[config.mk]
export PLATFORM = sky130hd
export DESIGN_NAME = jamma_joy_mux
export DESIGN_NICKNAME = d
export VERILOG_FILES = /design/src/rtl/jamma_joy_mux.sv
export SDC_FILE = /design/constraint.sdc
export NUM_CORES = 1
export LEC_CHECK = 0
export CAP_MARGIN = 10
export CELL_PAD_IN_SITES_DETAIL_PLACEMENT = 1
export CELL_PAD_IN_SITES_GLOBAL_PLACEMENT = 1
export CORE_UTILIZATION = 49
export DETAILED_ROUTE_END_ITERATION = 12
export HOLD_SLACK_MARGIN = 0.08
export PLACE_DENSITY_LB_ADDON = 0.1
export SLEW_MARGIN = 20
export SYNTH_ARGS = -nofsm -noshare
export SYNTH_HDL_FRONTEND = slang
export SYNTH_SLANG_ARGS = --single-unit
[constraint.sdc]
create_clock -name clk_sys -period 2.65 [get_ports clk_sys]
set_input_delay 0.265 -clock clk_sys [delete_from_list [all_inputs] [get_ports clk_sys]]
set_output_delay 0.265 -clock clk_sys [all_outputs]
set_load 0.02 [all_outputs]
[src/rtl/jamma_joy_mux.sv]
// JAMMA-side responder of the two-player joystick split link: debounces all
// harness controls, muxes player data onto JJOY by JSELECT, stretches coins.
module jamma_joy_mux #(
  parameter int DB_BITS   = 16,
  parameter int COIN_MIN  = 65536,
  parameter int IDLE_BITS = 20
) (
  input  logic       clk_sys,
  input  logic       rst_b,
  input  logic       JSELECT,
  input  logic [7:0] P1_RAW,
  input  logic [7:0] P2_RAW,
  input  logic [1:0] COIN_RAW,
  input  logic       SERVICE_RAW,
  input  logic       TEST_RAW,
  output logic [7:0] JJOY,
  output logic [1:0] JCOIN,
  output logic       JSERVICE,
  output logic       JTEST,
  output logic       LINK_OK
);

  // Bit layout of the combined input vector: [7:0] P1, [15:8] P2,
  // [17:16] coins, [18] service, [19] test.
  localparam int N_IN = 20;
  localparam int CW   = (COIN_MIN > 1) ? $clog2(COIN_MIN) : 1;

  localparam logic [DB_BITS-1:0]   DB_MAX    = '1;
  localparam logic [IDLE_BITS-1:0] IDLE_MAX  = '1;
  localparam logic [CW-1:0]        COIN_LOAD = CW'(COIN_MIN - 1);

  logic [N_IN-1:0] raw_all;

  logic [N_IN-1:0] sync1_q, sync1_d;
  logic [N_IN-1:0] sync2_q, sync2_d;
  logic [N_IN-1:0] stable_q, stable_d;
  logic [N_IN-1:0][DB_BITS-1:0] db_cnt_q, db_cnt_d;
  logic [1:0][CW-1:0] coin_cnt_q, coin_cnt_d;

  logic jsel_s1_q, jsel_s1_d;
  logic jsel_s2_q, jsel_s2_d;
  logic jsel_dly_q, jsel_dly_d;
  logic jsel_edge;
  logic [IDLE_BITS-1:0] idle_cnt_q, idle_cnt_d;

  assign raw_all = {TEST_RAW, SERVICE_RAW, COIN_RAW, P2_RAW, P1_RAW};

  always_comb begin
    sync1_d    = raw_all;
    sync2_d    = sync1_q;
    stable_d   = stable_q;
    db_cnt_d   = db_cnt_q;
    coin_cnt_d = coin_cnt_q;
    jsel_s1_d  = JSELECT;
    jsel_s2_d  = jsel_s1_q;
    jsel_dly_d = jsel_s2_q;
    idle_cnt_d = idle_cnt_q;

    for (int i = 0; i < N_IN; i++) begin
      if (sync2_q[i] == stable_q[i]) begin
        db_cnt_d[i] = '0;
      end else if (db_cnt_q[i] == DB_MAX) begin
        stable_d[i] = sync2_q[i];
        db_cnt_d[i] = '0;
      end else begin
        db_cnt_d[i] = db_cnt_q[i] + 1'b1;
      end
    end

    // Load on the same edge the debounced coin falls so the stretch window
    // starts together with the debounced assertion.
    for (int j = 0; j < 2; j++) begin
      if (stable_q[16+j] && !stable_d[16+j]) begin
        coin_cnt_d[j] = COIN_LOAD;
      end else if (coin_cnt_q[j] != '0) begin
        coin_cnt_d[j] = coin_cnt_q[j] - 1'b1;
      end
    end

    jsel_edge = jsel_s2_q ^ jsel_dly_q;
    if (jsel_edge) begin
      idle_cnt_d = '0;
    end else if (idle_cnt_q != IDLE_MAX) begin
      idle_cnt_d = idle_cnt_q + 1'b1;
    end
  end

  always_ff @(posedge clk_sys or negedge rst_b) begin
    if (!rst_b) begin
      sync1_q    <= '1;
      sync2_q    <= '1;
      stable_q   <= '1;
      db_cnt_q   <= '0;
      coin_cnt_q <= '0;
      jsel_s1_q  <= 1'b0;
      jsel_s2_q  <= 1'b0;
      jsel_dly_q <= 1'b0;
      idle_cnt_q <= IDLE_MAX;
    end else begin
      sync1_q    <= sync1_d;
      sync2_q    <= sync2_d;
      stable_q   <= stable_d;
      db_cnt_q   <= db_cnt_d;
      coin_cnt_q <= coin_cnt_d;
      jsel_s1_q  <= jsel_s1_d;
      jsel_s2_q  <= jsel_s2_d;
      jsel_dly_q <= jsel_dly_d;
      idle_cnt_q <= idle_cnt_d;
    end
  end

  // JSELECT deliberately bypasses the synchronizer here: the master samples
  // JJOY in its own domain right after toggling the select.
  assign JJOY     = JSELECT ? stable_q[15:8] : stable_q[7:0];
  assign JCOIN[0] = stable_q[16] & (coin_cnt_q[0] == '0);
  assign JCOIN[1] = stable_q[17] & (coin_cnt_q[1] == '0);
  assign JSERVICE = stable_q[18];
  assign JTEST    = stable_q[19];
  assign LINK_OK  = (idle_cnt_q != IDLE_MAX);

endmodule

==> run metrics <==
clock buffers created by TritonCTS=49; post-detailed-route wirelength per cell=16.60 µm; hold violation count in the final report=0; leakage power of the design=9.583 nW; r2r startpoint=idle_cnt_q[0]; initial core utilization=49.86%; fraction of layout instances using a drive strength above 1=11.99%; hold endpoint=sync1_q[14]; Period minus WS final=2541 ps; number of max-capacitance violations reported=0; detailed-route DRC error count=4; share of the clock period used by the worst path after layout=95.88%; number of placed cells counting well taps=2558; clk slew on worst S/H paths=60 ps; Netlist cell types=49; kind of capture point of the worst setup path=output pin; final-report setup violation count=0; area grow syn2layout=14.92%; FP Rows=74; class of the tightest hold or removal check=primary input to register; run status=finished, violations left; # fillers=4417; TritonCTS clock tree=built; biggest fanout along the worst timing path=6; measured slew at the worst slew-check pin=858.7 ps; average via count per standard cell=5.629; Relative slew margins=42.64%; WP data arrival=2280 ps; CTS max path bufs=3; top-level port count=36; Final TNS setup=0 ps; hold depth=1; total clock sinks=435; die area=42560 µm²; most frequent cells in the layout=sky130_fd_sc_hd__dfrtp_1 (353), sky130_fd_sc_hd__nor2_1 (347), sky130_fd_sc_hd__xnor2_1 (153); Die H=206.3 µm; initial DRC count=659; Clock Skew=18.67 ps; GRT Total Usage=21.94%; Net count, final=2143; start-to-end type of the worst setup path=register to output pin; destination of the worst register-to-register timing path=idle_cnt_q[18]; wire length of the first global-routing pass=77640 µm; diode count=0; CP required=2380 ps; Post-Layout Cell Count=2668; final antenna-violating net count=0; synthesized area divided by synthesized cell count=10.21 µm²; gp weighted congestion=0.7859; RSZ-0062 raised after global routing=false; fin. max-slew vios=0; global route overflow=0; number of synthesized register bits=435; Port Buffers=35; dominant synthesized flop cell=sky130_fd_sc_hd__dfrtp_1; cell area after synthesis=20450 µm²; pin count of the biggest net entering global routing=71; sequential-to-total area share from yosys stat=53.71%; DP HPWL=29130 µm; startpoint kind of the worst setup timing path=register; initial antenna violation count=0; slack of the worst reg-to-reg path=390 ps; routed wire length=44280 µm; violations in the final reports=design-rule violations; DR pass1 iterations=8; number of synthesized flops with an enable pin=0; multi-input gate area in the final layout=9165 µm²; Clock Latency Late Sink=580 ps; register area=10990 µm²; worst voltage drop across the vdd grid=0.5056 mV; FMAX=0.3936 GHz; level count of the clock H-tree=2; total number of vias=15020; fraction of registers with async set/reset=100.0%; leading cell type in the layout, fill and taps excluded=sky130_fd_sc_hd__dfrtp_1; total of warnings raised by yosys=0; number of global-route vias before repair=16170; synthesized netlist net count=2049; placeable core area=41020 µm²; Horiz. Die Dim=206.3 µm; launch instance of the worst min-delay path=P2_RAW[6]; clock root cell=sky130_fd_sc_hd__clkbuf_16; Gate Count Post-Synth=2003; Cell Pwr Density=613.9 nW/µm²; r2r worst-path depth=6
-- registers in the layout (all words and copies together), names as in the netlist --
name / count
idle_cnt_q: 20
sync2_q: 20
jsel_dly_d: 1
jsel_dly_q: 1
sync1_q: 20
stable_q: 20
coin_cnt_q: 32
jsel_s1_q: 1
db_cnt_q: 320
-- worst max-delay path, cell delays in order (launching register included) --
cell	delay [ps]
sky130_fd_sc_hd__dfrtp_1	420
sky130_fd_sc_hd__or3_1	410
sky130_fd_sc_hd__or2_2	330
sky130_fd_sc_hd__nor2_2	150
sky130_fd_sc_hd__and2_1	140
sky130_fd_sc_hd__clkdlybuf4s15_2	250
-- synth_stat cells (all sizes together) (16+ instances only) --
cell type	count	area share, %
dfrtp	355	43
nor2	348	6.4
xnor2	153	6.6
nand3	146	3.6
xor2	125	5.4
nand4	113	3.5
nand2	103	1.9
dfstp	80	10
and4	56	2.4
nor3	55	1.3
nor4	54	1.7
or3	51	1.6
inv	47	0.86
a21oi	46	1.1
o21ai	42	1.0
clkbuf	28	0.52
mux2	28	1.5
ha	23	1.4
and3	22	0.67
a31o	16	0.69
-- repair_timing --
action,in CTS,in global routing
resized for setup,7,6
pin swaps,1,2
endpoints found under the hold margin,151,0
setup buffers,1,3
endpoints found under the setup margin,3,3
hold buffers,16,0
-- power breakdown --
part	total, W	leakage [nW]	internal, W	switching [W]
clock network	0.00700	0.815	0.00422	0.00278
registers	0.00691	5.73	0.00679	0.000113
logic	0.000524	3.03	0.000186	0.000338
-- routing by layer --
layer	track usage, %	part of all wire, %	up-vias
met5	0	0	-
met3	2.917	2.3	63
li1	-	-	7269
met2	38.59	51	111
met1	28.08	45	7574
met4	6.408	2.1	0
-- stage by stage --
stage,utilization [%],hold WS (ps),total power (W),worst slack (ps),instance area [µm²]
finish,57.30,123.4,0.01443,109.1,23500
global route,57.30,98.77,0.01495,0.1317,23500
CTS,57.20,80.01,0.01467,11.46,23460
detailed placement,52.69,254.1,0.007537,270.0,21610
global placement,52.69,254.9,0.007512,339.9,21610
floorplan,-,-30.59,0.007235,639.2,20450
-- worst max path at each step --
| stage | slack [ps] | to | cells past startpoint | start |
|---|---|---|---|---|
| 6_report | 110 | JCOIN[0] | 5 | coin_cnt_q[13] |
| 4_1_cts | 10 | LINK_OK | 4 | idle_cnt_q[4] |
| 5_1_grt | 0.1 | JCOIN[0] | 5 | coin_cnt_q[13] |
| 3_5_place_dp | 270 | JCOIN[0] | 5 | coin_cnt_q[12] |
| 3_3_place_gp | 340 | JCOIN[0] | 5 | coin_cnt_q[12] |
| 2_1_floorplan | 640 | idle_cnt_q[18] | 6 | idle_cnt_q[0] |
-- kinds of logic (layout without fill, tap and decap cells) --
logic type | count (synthesis) | count (layout) | share of synthesized area [%]
flip-flops | 435 | 435 | 53.71
AO/OA/AOI/OAI | 155 | 155 | 4.839
adder cells (fa/ha/maj) | 23 | 23 | 1.407
multiplexers | 40 | 40 | 2.129
buffers and inverters | 84 | 217 | 1.615
XOR/XNOR | 278 | 278 | 11.91
AND/OR/NAND/NOR | 988 | 988 | 24.39
-- cell type report --
cell class | count | share of cell area (%)
Clock buffer | 69 | 6.047
Clock inverter | 21 | 1.065
Inverter | 47 | 0.7506
Multi-Input combinational cell | 1484 | 38.99
Sequential cell | 435 | 46.75
Tap cell | 532 | 2.832
Timing Repair Buffer | 80 | 3.561
Power figures use the tool's default switching activity.
